===== config.mk =====
export PLATFORM = sky130hd
export DESIGN_NAME = pe_out_collector
export DESIGN_NICKNAME = d
export VERILOG_FILES = /design/src/rtl/pe_out_collector.sv
export SDC_FILE = /design/constraint.sdc
export NUM_CORES = 1
export LEC_CHECK = 0
export ABC_AREA = 1
export BUFFER_PORTS_ARGS = -buffer_cell sky130_fd_sc_hd__clkbuf_2
export CAP_MARGIN = 5
export CORE_UTILIZATION = 54
export DETAILED_ROUTE_END_ITERATION = 12
export GPL_TIMING_DRIVEN = 0
export PLACE_DENSITY = 0.73
export SYNTH_ARGS = -nofsm -noshare
export SYNTH_HDL_FRONTEND = slang
export SYNTH_SLANG_ARGS = --single-unit
export TNS_END_PERCENT = 50

===== constraint.sdc =====
create_clock -name i_clk -period 7 [get_ports i_clk]
set_clock_uncertainty 0.05 [all_clocks]
set_input_delay 0.35 -clock i_clk [delete_from_list [all_inputs] [get_ports i_clk]]
set_output_delay 0.35 -clock i_clk [all_outputs]
set_load 0.01 [all_outputs]

===== src/rtl/pe_out_collector.sv =====
// Output drain for a PE column: keeps stride-grid window positions, rounds/saturates them,
// tags them with output row/col and queues them behind a valid/ready FIFO. Optional macro: COLLECTOR_RELU_EN.
`ifndef KERNEL_SIZE
`define KERNEL_SIZE 3
`endif
`ifndef FM_SIZE
`define FM_SIZE 4
`endif
`ifndef PADDING
`define PADDING 0
`endif
`ifndef STRIDE
`define STRIDE 1
`endif
`ifndef OUTPUT_DSP_WIDTH
`define OUTPUT_DSP_WIDTH 48
`endif

module pe_out_collector #(
    parameter int KERNEL_SIZE = `KERNEL_SIZE,
    parameter int FM_SIZE     = `FM_SIZE,
    parameter int PADDING     = `PADDING,
    parameter int STRIDE      = `STRIDE,
    parameter int OUT_WIDTH   = 16,
    parameter int FRAC_SHIFT  = 0,
    parameter int FIFO_DEPTH  = 8,
    localparam int W        = FM_SIZE + 2*PADDING - KERNEL_SIZE + 1,
    localparam int OUT_SIZE = ((FM_SIZE - KERNEL_SIZE + 2*PADDING)/STRIDE) + 1,
    localparam int TW       = (OUT_SIZE > 1) ? $clog2(OUT_SIZE) : 1
) (
    input  logic                          i_clk,
    input  logic                          i_rst,
    input  logic                          i_en,
    input  logic signed [`OUTPUT_DSP_WIDTH-1:0] i_data,
    output logic                          o_valid,
    input  logic                          i_ready,
    output logic signed [OUT_WIDTH-1:0]   o_data,
    output logic [TW-1:0]                 o_row,
    output logic [TW-1:0]                 o_col,
    output logic                          o_last,
    output logic                          o_frame_done,
    output logic                          o_overflow
);
    localparam int DW = `OUTPUT_DSP_WIDTH;
    localparam int CW = (W > 1) ? $clog2(W) : 1;
    localparam int PW = (STRIDE > 1) ? $clog2(STRIDE) : 1;
    localparam int AW = $clog2(FIFO_DEPTH);

    localparam logic [CW-1:0] POS_MAX = CW'(W - 1);
    localparam logic [PW-1:0] PH_MAX  = PW'(STRIDE - 1);
    localparam logic [TW-1:0] TAG_MAX = TW'(OUT_SIZE - 1);

    localparam logic signed [DW:0] RND =
        (FRAC_SHIFT > 0) ? ((DW+1)'(1) << ((FRAC_SHIFT > 0) ? FRAC_SHIFT - 1 : 0)) : '0;
    localparam logic signed [DW:0] SAT_MAX = {{(DW+2-OUT_WIDTH){1'b0}}, {(OUT_WIDTH-1){1'b1}}};
    localparam logic signed [DW:0] SAT_MIN = {{(DW+2-OUT_WIDTH){1'b1}}, {(OUT_WIDTH-1){1'b0}}};

    logic [CW-1:0] pos_r, pos_c;
    logic [PW-1:0] ph_r, ph_c;
    logic [TW-1:0] out_r, out_c;

    // Raster counters; phase/output counters track pos mod STRIDE and pos/STRIDE without dividers.
    always_ff @(posedge i_clk or posedge i_rst) begin
        if (i_rst) begin
            pos_r <= '0; pos_c <= '0;
            ph_r  <= '0; ph_c  <= '0;
            out_r <= '0; out_c <= '0;
        end else if (i_en) begin
            if (pos_c == POS_MAX) begin
                pos_c <= '0; ph_c <= '0; out_c <= '0;
                if (pos_r == POS_MAX) begin
                    pos_r <= '0; ph_r <= '0; out_r <= '0;
                end else begin
                    pos_r <= pos_r + 1'b1;
                    if (ph_r == PH_MAX) begin
                        ph_r  <= '0;
                        out_r <= out_r + 1'b1;
                    end else begin
                        ph_r <= ph_r + 1'b1;
                    end
                end
            end else begin
                pos_c <= pos_c + 1'b1;
                if (ph_c == PH_MAX) begin
                    ph_c  <= '0;
                    out_c <= out_c + 1'b1;
                end else begin
                    ph_c <= ph_c + 1'b1;
                end
            end
        end
    end

    logic accept;
    logic signed [DW:0] ext, rounded, shifted;
    logic [OUT_WIDTH-1:0] sat_val;

    // One extra bit of headroom so the rounding add cannot wrap.
    always_comb begin
        accept  = i_en && (ph_r == '0) && (ph_c == '0);
        ext     = {i_data[DW-1], i_data};
        rounded = ext + RND;
        shifted = rounded >>> FRAC_SHIFT;
        if (shifted > SAT_MAX)
            sat_val = SAT_MAX[OUT_WIDTH-1:0];
        else if (shifted < SAT_MIN)
            sat_val = SAT_MIN[OUT_WIDTH-1:0];
        else
            sat_val = shifted[OUT_WIDTH-1:0];
`ifdef COLLECTOR_RELU_EN
        if (sat_val[OUT_WIDTH-1])
            sat_val = '0;
`endif
    end

    logic                 s1_valid, s1_last;
    logic [OUT_WIDTH-1:0] s1_data;
    logic [TW-1:0]        s1_row, s1_col;

    always_ff @(posedge i_clk or posedge i_rst) begin
        if (i_rst) begin
            s1_valid <= 1'b0;
            s1_data  <= '0;
            s1_row   <= '0;
            s1_col   <= '0;
            s1_last  <= 1'b0;
        end else begin
            s1_valid <= accept;
            if (accept) begin
                s1_data <= sat_val;
                s1_row  <= out_r;
                s1_col  <= out_c;
                s1_last <= (out_r == TAG_MAX) && (out_c == TAG_MAX);
            end
        end
    end

    logic [OUT_WIDTH-1:0] mem_data [FIFO_DEPTH];
    logic [TW-1:0]        mem_row  [FIFO_DEPTH];
    logic [TW-1:0]        mem_col  [FIFO_DEPTH];
    logic                 mem_last [FIFO_DEPTH];
    logic [AW:0]          wr_ptr, rd_ptr;
    logic                 empty, full, push, pop;

    // Upstream cannot stall, so a full FIFO without a pop this cycle loses the sample.
    always_comb begin
        empty = (wr_ptr == rd_ptr);
        full  = (wr_ptr[AW] != rd_ptr[AW]) && (wr_ptr[AW-1:0] == rd_ptr[AW-1:0]);
        pop   = !empty && i_ready;
        push  = s1_valid && (!full || pop);
    end

    always_ff @(posedge i_clk) begin
        if (push) begin
            mem_data[wr_ptr[AW-1:0]] <= s1_data;
            mem_row[wr_ptr[AW-1:0]]  <= s1_row;
            mem_col[wr_ptr[AW-1:0]]  <= s1_col;
            mem_last[wr_ptr[AW-1:0]] <= s1_last;
        end
    end

    always_ff @(posedge i_clk or posedge i_rst) begin
        if (i_rst) begin
            wr_ptr       <= '0;
            rd_ptr       <= '0;
            o_overflow   <= 1'b0;
            o_frame_done <= 1'b0;
        end else begin
            if (push)
                wr_ptr <= wr_ptr + 1'b1;
            if (pop)
                rd_ptr <= rd_ptr + 1'b1;
            if (s1_valid && !push)
                o_overflow <= 1'b1;
            o_frame_done <= pop && mem_last[rd_ptr[AW-1:0]];
        end
    end

    // Head fields are forced to zero when empty so reset and idle present a clean bus.
    always_comb begin
        o_valid = !empty;
        o_data  = o_valid ? mem_data[rd_ptr[AW-1:0]] : '0;
        o_row   = o_valid ? mem_row[rd_ptr[AW-1:0]]  : '0;
        o_col   = o_valid ? mem_col[rd_ptr[AW-1:0]]  : '0;
        o_last  = o_valid ? mem_last[rd_ptr[AW-1:0]] : 1'b0;
    end

endmodule


==> reports/qor.txt <==
TritonCTS buffer count -> 17
area share of the largest cell type after synthesis -> 0.590
min cycle time layout -> 2.99 ns
Ports -> 74
Tcrit/Tclk final -> 0.428
TritonCTS clock tree -> yes
sequential area share after synthesis -> 0.700
GR Overflow Total -> 0
clk sinks -> 186
Reg2Reg Capture Point -> mem_data[6][7]
Critical Setup Path Class -> reg -> out
YS warnings -> 0
R2R Setup Slk -> 4.54 ns
Hold/Removal Path Class -> in -> reg
gpl congestion -> 0.851
unrepaired setup endpoints after global routing -> no
Crit path arrival time -> 2.59 ns
required time worst endpoint -> 6.60 ns
Layout area overhead -> 17.4%
Routed WL -> 17.9 mm
Final Hold Fails -> 0
vias in the first global route -> 5406
Switch Pwr -> 1.42 mW
Seq cells post-synth -> 186
Post-Synthesis Cells -> 713
layout cell share with drive strength beyond 1 -> 0.171
Die Footprint -> 14800 um2
CP startpoint -> rd_ptr[2]
placement-stage cell area -> 8480 um2
fmax -> 0.334 GHz
Starting DRT DRC Count -> 544
detailed-placement wirelength estimate -> 12.2 mm
Power Density -> 420 nW/um2
Worst-Margin Slew -> 1.04 ns
WHS -> 0.0480 ns
critical-path cell list -> inv_1 > clkbuf_1 > clkbuf_1 > o21ai_1 > a31oi_1 > clkbuf_2
Via density -> 5.55
clock-pin transition on the worst setup and hold timing paths -> 0.07 ns
global-route wire length before repair -> 27.6 mm
Critical Path Fanout Max -> 10
post-detailed-route wirelength per cell -> 17.7 um
Yosys cell types -> 26
Sw Share -> 0.371
clock latency on the worst-skew pair -> 0.43 ns
status -> finished clean
cell area after synthesis -> 7740 um2
number of synthesized flops with an enable pin -> 152
Max Buffers Root-to-Sink -> 2
worst setup path end -> o_data[14]
crit start category -> flop
Comb pwr share -> 0.354
initial antenna violation count -> 0
std cell rows -> 43
Worst path max stage delay -> 0.57 ns
Diodes inserted -> 0
setup TNS -> 0 ns
number of nets in the layout -> 870
final core occ -> 0.652
CP endpoint kind -> primary output
DRC -> 0
Synthesized Nets -> 767
FF-to-FF path depth -> 8
Seq pwr share -> 0.402
final total power -> 3.81 mW
max cap viols -> 0
die height -> 122 um
count of pins over their slew limit -> 0
largest vdd supply drop -> 202 uV
H-tree depth -> 4
Core Region -> 13900 um2
port bufs -> 73
Area contributors post-synth -> edfxtp_1 59%, dfrtp_1 11%, nor2_1 8.2%, nand2_1 6.7%, o21ai_0 6.4%
LEAKAGE -> 3.53 nW
CP dominant cell by count -> clkbuf_1
Worst path slowest cell -> clkbuf_1
largest net degree at the start of global routing -> 35
fillers -> 1075
ANT nets after route -> 0
GR Util All Layers -> 0.255
clock power share -> 0.244
reg2reg start -> rd_ptr[0]
internal power -> 2.40 mW
Slew headroom -> 0.298
vias post-DR -> 5593
ys flop type -> edfxtp_1
Pre-antenna DRT Iters -> 5
Root Buffer -> clkbuf_16
die width -> 122 um
Initial Util -> 0.555
final number of setup-violating endpoints -> 0
hold path depth -> 1
post-route cell area -> 9080 um2
syn avg cell area -> 10.9 um2
Synth async-reset ratio -> 0.183
post-synth top area cell -> edfxtp_1
final cells by class:
class                   count  area (um2)  area share
flip-flops and latches    186        5420       0.596
multi-input cells         472        2090       0.230
repair buffers             84         527      0.0580
clock buffers              18         429      0.0473
well taps                 180         225      0.0248
plain buffers              37         190      0.0209
clock inverters            13         140      0.0154
inverters                  18        67.6     0.00744
power by group through the flow:
stage	combinational [mW]	clock, mW	sequential [mW]
finish	1.35	0.931	1.53
global route	1.50	0.978	1.55
CTS	1.35	0.932	1.53
detailed placement	1.33	0	1.55
global placement	1.25	0	1.54
floorplan	0.838	0	1.51
critical path, delay by kind of cell (launching register included):
kind	cells	cell delay, ns
AO/OA/AOI/OAI	2	0.45
buffers and inverters	4	1.27
flip-flops	1	0.45
per-stage QoR:
| stage | cells | worst slack [ns] |
|---|---|---|
| 6_report | 1008 | 4.01 |
| 5_1_grt | 1008 | 3.87 |
| 4_1_cts | 1006 | 3.99 |
| 3_5_place_dp | 975 | 4.46 |
| 3_3_place_gp | 966 | 2.32 |
| 2_1_floorplan | 713 | 3.78 |
synth_stat cells, types with 2 or more instances:
master	count
xnor2_1	3
edfxtp_1	152
inv_1	17
nand3_1	6
buf_4	4
ha_1	2
o21ai_0	99
nor2_1	169
dfrtp_1	34
o22ai_1	2
a31oi_1	20
xor2_1	5
clkbuf_1	19
o21ai_1	17
buf_2	11
nand4_1	2
nand2_1	139
nand2_2	2
buf_6	3
kinds of logic (layout without fill, tap and decap cells):
family,after synthesis,after routing,share of synthesized area
flops,186,186,0.700
compound gates,141,141,0.0956
xor+xnor,8,8,0.00906
simple gates,321,321,0.159
fa+ha+maj,2,2,0.00323
buf+inv,55,170,0.0333
metal layers:
layer  GRT usage  vias up  share of wire
li1            -     2645              -
met5           0        -              0
met2       0.445      251           0.52
met1       0.312     2675           0.40
met4      0.0965        0          0.014
met3      0.0524       22          0.065
timing repair:
action,4_1_cts,5_1_grt
hold endpoints to repair,0,9
buffers inserted,0,0
hold buffers,0,1
gates resized for setup,0,0
placed cells by master, fill, tap and decap left out, drive strengths merged, types with 3 or more instances in the layout:
cell type  Yosys  routed
nand3          6       6
buf           18      28
xnor2          3       3
dfrtp         34      34
xor2           5       5
clkinv         0       5
nand2        141     141
clkbuf        19     110
edfxtp       152     152
a31oi         20      20
inv           18      22
o21ai        116     116
nor2         170     170
sequential cells by signal, summed over array words and instances, names as in the netlist:
register and cells:
rd_ptr 4, o_overflow 1, mem_data 128, pos_r 1, mem_last 8, s1_valid 1
out_c 1, wr_ptr 4, mem_row 8, s1_last 1, mem_col 8, s1_data 16
s1_row 1, pos_c 1, o_frame_done 1, s1_col 1, out_r 1
how the worst min path moves through the flow:
stage	start	endpoint	slack [ns]
2_1_floorplan	i_en	s1_valid	0.33
3_3_place_gp	o_overflow	o_overflow	0.40
3_5_place_dp	o_overflow	o_overflow	0.41
4_1_cts	i_en	s1_valid	0.04
5_1_grt	i_en	s1_valid	0.03
6_report	i_en	s1_valid	0.05
(Power assumes the default switching activity.)
